<file path="config.mk">
export PLATFORM = sky130hd
export DESIGN_NAME = aes128_core_full
export DESIGN_NICKNAME = d
export VERILOG_FILES = /design/src/rtl/aes_pkg.sv /design/src/rtl/aes_sbox_rom.sv /design/src/rtl/aes128_core_full.sv
export SDC_FILE = /design/constraint.sdc
export NUM_CORES = 2
export LEC_CHECK = 0
export ABC_AREA = 1
export CAP_MARGIN = 20
export CORE_AREA = 2 2 482 484
export CTS_BUF_LIST = sky130_fd_sc_hd__clkbuf_16
export DETAILED_ROUTE_END_ITERATION = 8
export DIE_AREA = 0 0 484 486
export PLACE_DENSITY = 0.54
export SLEW_MARGIN = 30
export SYNTH_ARGS = -nofsm -noshare
export SYNTH_HDL_FRONTEND = slang
export SYNTH_SLANG_ARGS = --single-unit
</file>
<file path="constraint.sdc">
create_clock -name clk -period 5.9 [get_ports clk]
set_input_delay 0.885 -clock clk [delete_from_list [all_inputs] [get_ports clk]]
set_output_delay 0.885 -clock clk [all_outputs]
set_load 0.05 [all_outputs]
</file>
<file path="src/rtl/aes_pkg.sv">
// rtl/aes_pkg.sv - AES-128 shared constants, S-box table and GF(2^8) column mixing
package aes_pkg;

   localparam int NR           = 10;
   localparam int ROUND_CYCLES = 3;

   typedef enum logic {FSM_IDLE, FSM_ROUND} fsm_e;

   localparam logic [7:0] SBOX [256] = '{
      8'h63, 8'h7c, 8'h77, 8'h7b, 8'hf2, 8'h6b, 8'h6f, 8'hc5, 8'h30, 8'h01, 8'h67, 8'h2b, 8'hfe, 8'hd7, 8'hab, 8'h76,
      8'hca, 8'h82, 8'hc9, 8'h7d, 8'hfa, 8'h59, 8'h47, 8'hf0, 8'had, 8'hd4, 8'ha2, 8'haf, 8'h9c, 8'ha4, 8'h72, 8'hc0,
      8'hb7, 8'hfd, 8'h93, 8'h26, 8'h36, 8'h3f, 8'hf7, 8'hcc, 8'h34, 8'ha5, 8'he5, 8'hf1, 8'h71, 8'hd8, 8'h31, 8'h15,
      8'h04, 8'hc7, 8'h23, 8'hc3, 8'h18, 8'h96, 8'h05, 8'h9a, 8'h07, 8'h12, 8'h80, 8'he2, 8'heb, 8'h27, 8'hb2, 8'h75,
      8'h09, 8'h83, 8'h2c, 8'h1a, 8'h1b, 8'h6e, 8'h5a, 8'ha0, 8'h52, 8'h3b, 8'hd6, 8'hb3, 8'h29, 8'he3, 8'h2f, 8'h84,
      8'h53, 8'hd1, 8'h00, 8'hed, 8'h20, 8'hfc, 8'hb1, 8'h5b, 8'h6a, 8'hcb, 8'hbe, 8'h39, 8'h4a, 8'h4c, 8'h58, 8'hcf,
      8'hd0, 8'hef, 8'haa, 8'hfb, 8'h43, 8'h4d, 8'h33, 8'h85, 8'h45, 8'hf9, 8'h02, 8'h7f, 8'h50, 8'h3c, 8'h9f, 8'ha8,
      8'h51, 8'ha3, 8'h40, 8'h8f, 8'h92, 8'h9d, 8'h38, 8'hf5, 8'hbc, 8'hb6, 8'hda, 8'h21, 8'h10, 8'hff, 8'hf3, 8'hd2,
      8'hcd, 8'h0c, 8'h13, 8'hec, 8'h5f, 8'h97, 8'h44, 8'h17, 8'hc4, 8'ha7, 8'h7e, 8'h3d, 8'h64, 8'h5d, 8'h19, 8'h73,
      8'h60, 8'h81, 8'h4f, 8'hdc, 8'h22, 8'h2a, 8'h90, 8'h88, 8'h46, 8'hee, 8'hb8, 8'h14, 8'hde, 8'h5e, 8'h0b, 8'hdb,
      8'he0, 8'h32, 8'h3a, 8'h0a, 8'h49, 8'h06, 8'h24, 8'h5c, 8'hc2, 8'hd3, 8'hac, 8'h62, 8'h91, 8'h95, 8'he4, 8'h79,
      8'he7, 8'hc8, 8'h37, 8'h6d, 8'h8d, 8'hd5, 8'h4e, 8'ha9, 8'h6c, 8'h56, 8'hf4, 8'hea, 8'h65, 8'h7a, 8'hae, 8'h08,
      8'hba, 8'h78, 8'h25, 8'h2e, 8'h1c, 8'ha6, 8'hb4, 8'hc6, 8'he8, 8'hdd, 8'h74, 8'h1f, 8'h4b, 8'hbd, 8'h8b, 8'h8a,
      8'h70, 8'h3e, 8'hb5, 8'h66, 8'h48, 8'h03, 8'hf6, 8'h0e, 8'h61, 8'h35, 8'h57, 8'hb9, 8'h86, 8'hc1, 8'h1d, 8'h9e,
      8'he1, 8'hf8, 8'h98, 8'h11, 8'h69, 8'hd9, 8'h8e, 8'h94, 8'h9b, 8'h1e, 8'h87, 8'he9, 8'hce, 8'h55, 8'h28, 8'hdf,
      8'h8c, 8'ha1, 8'h89, 8'h0d, 8'hbf, 8'he6, 8'h42, 8'h68, 8'h41, 8'h99, 8'h2d, 8'h0f, 8'hb0, 8'h54, 8'hbb, 8'h16
   };

   function automatic logic [7:0] xtime(input logic [7:0] b);
      return {b[6:0], 1'b0} ^ (b[7] ? 8'h1b : 8'h00);
   endfunction

   // Row byte 0 of the column sits in bits [7:0].
   function automatic logic [31:0] mixcolumn(input logic [31:0] col);
      logic [7:0] a0, a1, a2, a3;
      logic [7:0] b0, b1, b2, b3;
      a0 = col[7:0];
      a1 = col[15:8];
      a2 = col[23:16];
      a3 = col[31:24];
      b0 = xtime(a0) ^ xtime(a1) ^ a1 ^ a2 ^ a3;
      b1 = a0 ^ xtime(a1) ^ xtime(a2) ^ a2 ^ a3;
      b2 = a0 ^ a1 ^ xtime(a2) ^ xtime(a3) ^ a3;
      b3 = xtime(a0) ^ a0 ^ a1 ^ a2 ^ xtime(a3);
      return {b3, b2, b1, b0};
   endfunction

endpackage

</file>
<file path="src/rtl/aes_sbox_rom.sv">
// rtl/aes_sbox_rom.sv - 256x8 dual-port S-box ROM with synchronous read
module aes_sbox_rom
   import aes_pkg::*;
(
   input  logic       clk_i,
   input  logic       en_i,
   input  logic [7:0] addr_a_i,
   input  logic [7:0] addr_b_i,
   output logic [7:0] data_a_o,
   output logic [7:0] data_b_o
);

   logic [7:0] data_a_q;
   logic [7:0] data_b_q;

   // No reset on the read registers so the ROM maps onto block RAM.
   always_ff @(posedge clk_i) begin
      if (en_i) begin
         data_a_q <= SBOX[addr_a_i];
         data_b_q <= SBOX[addr_b_i];
      end
   end

   assign data_a_o = data_a_q;
   assign data_b_o = data_b_q;

endmodule

</file>
<file path="src/rtl/aes128_core_full.sv">
// rtl/aes128_core_full.sv - AES-128 encryption core, 3-cycle rounds, host-streamed round keys
module aes128_core_full
   import aes_pkg::*;
(
   input  logic         clk,
   input  logic         kill,
   input  logic [127:0] in_data,
   input  logic         in_en,
   input  logic [127:0] key_round,
   output logic         key_ready,
   output logic [127:0] out_data,
   output logic         out_en
);

   fsm_e         fsm_q;
   logic [3:0]   round_q;
   logic [1:0]   phase_q;
   logic [127:0] state_q;
   logic [127:0] result_q;
   logic [127:0] out_data_q;
   logic         key_ready_q;
   logic         out_en_q;

   logic         rom_en;
   logic [127:0] sub_bytes;
   logic [127:0] shifted;
   logic [127:0] mixed;
   logic [127:0] result_d;

   assign rom_en = (fsm_q == FSM_ROUND) && (phase_q == 2'd0);

   // Each ROM serves two adjacent state bytes.
   for (genvar g = 0; g < 8; g++) begin : g_rom
      aes_sbox_rom u_rom (
         .clk_i    (clk),
         .en_i     (rom_en),
         .addr_a_i (state_q[16*g +: 8]),
         .addr_b_i (state_q[16*g+8 +: 8]),
         .data_a_o (sub_bytes[16*g +: 8]),
         .data_b_o (sub_bytes[16*g+8 +: 8])
      );
   end

   always_comb begin
      shifted = '0;
      mixed   = '0;
      for (int c = 0; c < 4; c++) begin
         for (int r = 0; r < 4; r++) begin
            shifted[8*(4*c+r) +: 8] = sub_bytes[8*(4*((c+r)%4)+r) +: 8];
         end
      end
      for (int c = 0; c < 4; c++) begin
         mixed[32*c +: 32] = mixcolumn(shifted[32*c +: 32]);
      end
      result_d = (round_q == 4'(NR)) ? shifted : mixed;
   end

   always_ff @(posedge clk or negedge kill) begin
      if (!kill) begin
         fsm_q       <= FSM_IDLE;
         round_q     <= '0;
         phase_q     <= '0;
         state_q     <= '0;
         result_q    <= '0;
         out_data_q  <= '0;
         key_ready_q <= 1'b0;
         out_en_q    <= 1'b0;
      end else begin
         key_ready_q <= 1'b0;
         out_en_q    <= 1'b0;
         case (fsm_q)
            FSM_IDLE: begin
               if (in_en) begin
                  state_q     <= in_data ^ key_round;
                  round_q     <= 4'd1;
                  phase_q     <= 2'd0;
                  key_ready_q <= 1'b1;
                  fsm_q       <= FSM_ROUND;
               end
            end
            FSM_ROUND: begin
               case (phase_q)
                  2'd0: phase_q <= 2'd1;
                  2'd1: begin
                     result_q <= result_d;
                     phase_q  <= 2'(ROUND_CYCLES - 1);
                  end
                  2'd2: begin
                     state_q <= result_q ^ key_round;
                     phase_q <= 2'd0;
                     if (round_q == 4'(NR)) begin
                        out_data_q <= result_q ^ key_round;
                        out_en_q   <= 1'b1;
                        round_q    <= '0;
                        fsm_q      <= FSM_IDLE;
                     end else begin
                        round_q     <= round_q + 4'd1;
                        key_ready_q <= 1'b1;
                     end
                  end
                  default: begin
                     phase_q <= 2'd0;
                     fsm_q   <= FSM_IDLE;
                  end
               endcase
            end
            default: fsm_q <= FSM_IDLE;
         endcase
      end
   end

   assign key_ready = key_ready_q;
   assign out_data  = out_data_q;
   assign out_en    = out_en_q;

endmodule

</file>
; ---- After elaboration in Yosys (flattened, before gate mapping)
; Memories as Yosys holds them, arrays and structs flattened. A register that Yosys moved wholly into a read port is not among the register bits.
; Index checks and enable logic that the tools add are counted.
[classes]
mux = 36
n_eq_ne = 5
shift = 0
n_reduce_logical = 6
order_cmp = 0
addsub = 1
multipliers = 0
div = 0
bitwise_logic = 99
[ops]
columns = cell, n
row1 = $xor 8x8->8, 64
row2 = $mux 128, 3
row3 = $pmux 128 s2, 1
row4 = $xor 128x128->128, 2
row5 = $not 8->9, 16
row6 = $xor 8x5->8, 16
row7 = $mux 5, 16
row8 = $mux 4, 3
row9 = $pmux 2 s2, 2
row10 = $pmux 4 s2, 1
row11 = $mux 1, 6
row12 = $pmux 1 s2, 3
row13 = $add 4x1->4 const B, 1
row14 = $eq 4x4->1 const B, 1
row15 = $reduce_and 2->1, 2
row16 = $reduce_and 3->1, 1
row17 = $eq 2x1->1 const B, 1
row18 = $eq 2x2->1 const B, 1
row19 = $logic_not 2->1, 1
row20 = $mux 2, 1
row21 = $ne 2x1->1 const B, 1
row22 = $ne 2x2->1 const B, 1
row23 = $reduce_or 2->1, 1
row24 = $logic_and 1x1->1, 1
row25 = $not 1->1, 1
[totals]
rom_bits = 32768
reg_bits = 393
n_memories = 16
output_inout_bits = 130
ramBits = 0
latchBits = 0
word_cells = 171
in_bits = 259
[mem_list]
columns = name, depth, width, rd, rd_clocked_by_memory_dff, wr, line_no
row1 = (no name shown), 256, 8, 1, 1, 0, aes_sbox_rom.sv:19  ; data_a_q <= SBOX[addr_a_i];
row2 = (no name shown), 256, 8, 1, 1, 0, aes_sbox_rom.sv:20  ; data_b_q <= SBOX[addr_b_i];
row3 = (no name shown), 256, 8, 1, 1, 0, aes_sbox_rom.sv:20
row4 = (no name shown), 256, 8, 1, 1, 0, aes_sbox_rom.sv:19
row5 = (no name shown), 256, 8, 1, 1, 0, aes_sbox_rom.sv:20
row6 = (no name shown), 256, 8, 1, 1, 0, aes_sbox_rom.sv:19
row7 = 10 more memories, --, --, --, --, --, --

; ---- Depth between registers and ports, before layout
[depth]
word_depth = 7
ltp_mapped = 15
ltp_nobuf = 14

; ---- Cells and area by module
; A second synthesis with hierarchy kept.
[hier_totals]
cells_unflattened = 14086
area_unflattened_um2 = 77260.3
[modules_own_cells]
columns = module, cells_each, instances, seq_area_each_um2, area_per_inst_um2
row1 = aes_sbox_rom (g_rom[3].u_rom ...), 1293, 5, 480.5, 6414.9
row2 = aes128_core_full, 3778, 1, 9834.4, 26057.5
row3 = aes_sbox_rom (g_rom[1].u_rom ...), 1277, 2, 480.5, 6391.1
row4 = aes_sbox_rom (g_rom[0].u_rom), 1289, 1, 480.5, 6346.1

; ---- Least setup slack after synthesis
; No wires, ideal clock.
[synth_path]
path_type = register to register
start = reg phase_q[1]
end = reg phase_q[0]
synth_period_minus_slack_ns = 6.487
setup_time_ns = 0.108
path_buffers = 0
slack_ns = -0.587
arrival_ns = 6.379
stages_incl_launch_ff = 5
cell_sequence = dfrtp_1 -> inv_1 -> nand2_1 -> nor2_1 -> o21bai_1
[synth_via]
elab_chain_cells = 3
[synth_lines]
columns = item, line_no
row1 = start: declaration, aes128_core_full.sv:17  ; logic [1:0] phase_q;
row2 = start signal: assignment, aes128_core_full.sv:86  ; phase_q <= 2'(ROUND_CYCLES - 1);
row3 = $eq 2x1->1 or $logic_not 2->1 (tied branches), aes128_core_full.sv:82  ; case (phase_q)
row4 = $pmux 2 s2 (*), aes128_core_full.sv:82
row5 = $pmux 2 s2 (*), aes128_core_full.sv:71  ; case (fsm_q)
; Mark *: on every way between the ends. The rest lies on a longest branch, timed or not.
; A chain may end at the register's enable or synchronous reset.

; ---- Final worst setup path
[layout_path]
start = reg fsm_q
end = reg state_q[44]
[layout_via]
elab_chain_cells = 3
[layout_lines]
columns = item, line_no
row1 = start: declaration, aes128_core_full.sv:15  ; fsm_e fsm_q;
row2 = start signal: assignment, aes128_core_full.sv:60  ; fsm_q <= FSM_IDLE;
row3 = start signal: assignment, aes128_core_full.sv:78  ; fsm_q <= FSM_ROUND;
row4 = start signal: assignment, aes128_core_full.sv:95  ; fsm_q <= FSM_IDLE;
row5 = $not 1->1, --
row6 = $ne 2x2->1 (no source line), --
row7 = $reduce_and 2->1 (no source line), --
row8 = end signal: assignment, aes128_core_full.sv:74  ; state_q <= in_data ^ key_round;
row9 = end signal: assignment, aes128_core_full.sv:89  ; state_q <= result_q ^ key_round;
row10 = end: declaration, aes128_core_full.sv:18  ; logic [127:0] state_q;
; Several ways; a longest one is shown, not always the timed one.

==> flow_metrics.py <==
metrics = {
    "outcome": {
        "status": "finished clean",
    },
    "layout": {
        "area_delta_synth_final_pct": 10.8,
        "nets": 13300,
        "layout-drive-gt1-share": 0.0290,
        "final_common_cell": "nand2_1",
        "fin_area_sq_um": 81000,
        "layout_common_cells": "nand2_1 (4,240), nand3_1 (2,797), nor2_1 (990)",
    },
    "synthesis": {
        "syn_area_sq_um": 73100,
        "ys_ff_latch": 521,
        "synth_edf_count": 128,
        "syn_nets": 13500,
        "seq_area_frac_synth": 0.187,
        "synth.avg_cell_area_sq_um": 5.64,
        "synthArstFlopShare": 0.754,
        "synth_top_flop_cell": "dfrtp_1",
        "synth_cell_type_count": 41,
        "syn_inst": 13000,
        "yosys_warnings": 0,
    },
    "placed_design": {
        "place_area_sq_um": 78500,
        "hpwl_microns": 303000,
        "globalplace.congestion": 1.08,
        "io_buffers": 388,
    },
    "floorplan": {
        "start_util": 0.319,
        "ios": 389,
        "fp-row-count": 176,
        "fp.dieH_microns": 486,
        "dieArea_sq_um": 235000,
        "design.core.area_sq_um": 229000,
        "die_x_microns": 484,
    },
    "setup_path": {
        "max_stage_delay_ps": 640,
        "worst-path-stages": 6,
        "worst_ep_arrival_time_ps": 4370,
        "critPathTopFamily": "buffers and inverters",
        "slowest_stage": "dfrtp_4",
        "critical_path_class": "reg2reg",
        "ff2ff_path_depth": 6,
        "cp-end-kind": "register",
        "cp-start-kind": "register",
        "cp_num_buf_inv": 2,
        "cp_data_required_time_ps": 6560,
        "path_max_fanout": 147,
        "worstPathCellList": "inv_2, nand2_1, nand2_8, buf_12, o211ai_1, o21ai_0",
    },
    "clock_network": {
        "cts_hold_buf": 0,
        "htreeDepth": 3,
        "cts_made_buffers": 75,
        "ctsResizeCount": 0,
        "clk_pin_slew_ps": 70,
        "cts_post_setup_buffers_inserted": 0,
        "cts_sinks": 521,
        "clock_latency_ps": 750,
        "cts_buffer_depth": 3,
        "cts_tree": "built",
        "root_buffer": "clkbuf_16",
    },
    "sta": {
        "totalNegativeSetupSlack_ps": 0,
        "setup_viol": 0,
        "drv_slew": 0,
        "skew_ps": 42.6,
        "fmax_mhz": 270,
        "fin_crit_sh": 0.628,
        "rsz0062_at_grt": "no",
        "finalHoldViolCount": 0,
        "relSlewSlack": 0.284,
        "fin_crit_ps": 3700,
        "worst_pin_slew_ps": 1070,
    },
    "detailed_routing": {
        "viasPerCell": 5.94,
        "drt-pass1-iter-count": 9,
        "vias": 94300,
        "wl_microns": 414000,
        "drt_iter0_markers": 16200,
        "wl_per_cell_microns": 26.1,
        "antenna_left": 0,
        "drc": 0,
    },
    "job": {
        "cap_viol_max_count": 0,
    },
    "global_route": {
        "first_global_vias": 86800,
        "grt_max_degree": 148,
        "antenna_found_initial": 23,
        "grt_overflow_total": 0,
        "grt_pass1_wl_microns": 604000,
        "gr-usage-all-layers": 0.336,
    },
    "hold_path": {
        "hold_class": "in2async",
    },
}
-- registers in the layout (all words and copies together), names as in the netlist --
| signal | count |
|---|---|
| out_en | 1 |
| key_ready | 1 |
| round_q | 4 |
| g_rom.u_rom.data_b_o | 64 |
| result_q | 128 |
| phase_q | 2 |
| state_q | 128 |
| g_rom.u_rom.data_a_o | 64 |
| fsm_q | 1 |
| out_data | 128 |
-- logic make-up (layout without fill, tap and decap cells) --
group / count (synthesis) / in the layout / synth area share
simple gates: 8186 / 8186 / 0.474
buf+inv: 1747 / 1609 / 0.0968
compound gates: 1607 / 1607 / 0.121
xor+xnor: 639 / 639 / 0.0765
flops: 521 / 521 / 0.187
fa+ha+maj: 242 / 242 / 0.0414
mux: 24 / 24 / 0.00370
other cells: 0 / 13 / 0
-- per-layer routing --
layer | vias up | part of all wire | wire [microns] | global-route usage
li1 | 42300 | - | - | -
met1 | 44000 | 0.41 | 168000 | 0.452
met2 | 6647 | 0.42 | 174000 | 0.503
met3 | 1263 | 0.11 | 44200 | 0.0617
met4 | 2 | 0.067 | 27900 | 0.190
met5 | - | 0.000029 | 12 | 0
-- path summary, 6_finish.rpt --
| kind | end | from | slack (ps) |
|---|---|---|---|
| setup / recovery | state_q[44] | fsm_q | 2200 |
| hold / removal | out_data[0] | kill | 0.3 |
| setup reg to reg | state_q[44] | fsm_q | 2200 |
| hold reg to reg | result_q[119] | result_q[119] | 500 |
| max in group asynchronous | state_q[59] | kill | 4600 |
| min in group clk | result_q[119] | result_q[119] | 500 |
-- cells in the mapped netlist, drive strengths merged, types with 3 or more instances --
library cell / n / share of area
a21boi: 4 / 0.00041
a21oi: 508 / 0.035
a31o: 3 / 0.00036
a31oi: 20 / 0.0017
buf: 470 / 0.031
clkbuf: 351 / 0.018
clkinv: 39 / 0.0020
dfrtp: 393 / 0.13
edfxtp: 128 / 0.053
ha: 242 / 0.041
inv: 887 / 0.046
mux2: 24 / 0.0037
nand2: 4245 / 0.22
nand3: 2798 / 0.19
nand3b: 13 / 0.0013
nand4: 98 / 0.0084
nor2: 995 / 0.051
nor3: 23 / 0.0016
o211ai: 267 / 0.027
o21a: 6 / 0.00062
o21ai: 764 / 0.052
o21bai: 22 / 0.0023
o22ai: 6 / 0.00051
o31ai: 5 / 0.00051
or2: 12 / 0.0010
xnor2: 213 / 0.026
xor2: 426 / 0.051
-- cell type report --
| type | count | area [sq um] |
|---|---|---|
| fillers | 26100 | 148000 |
| multi-input cells | 10700 | 52400 |
| flip-flops and latches | 521 | 13700 |
| repair buffers | 545 | 5200 |
| well taps | 3026 | 3790 |
| inverters | 926 | 3490 |
| clock buffers | 75 | 1880 |
| clock inverters | 63 | 532 |
| diodes | 13 | 32.5 |
-- stage by stage --
stage               hold slack [ps]  utilization  std cells  worst slack (ps)
floorplan                       468            -      13000              1590
global placement                485        0.342      15700              1980
detailed placement              487        0.342      15700              2000
CTS                             172        0.353      15900              2040
global route                  0.695        0.353      15900              1940
finish                        0.330        0.353      15900              2200
-- worst register-to-register path, stage by stage, from the launching register on --
cell and delay (ps):
dfrtp_4 640, inv_2 600, nand2_1 390, nand2_8 570
buf_12 550, o211ai_1 680, o21ai_0 200
Power is not shown: default switching activity piles up to over one toggle a cycle in this logic, so the estimate is an artifact.
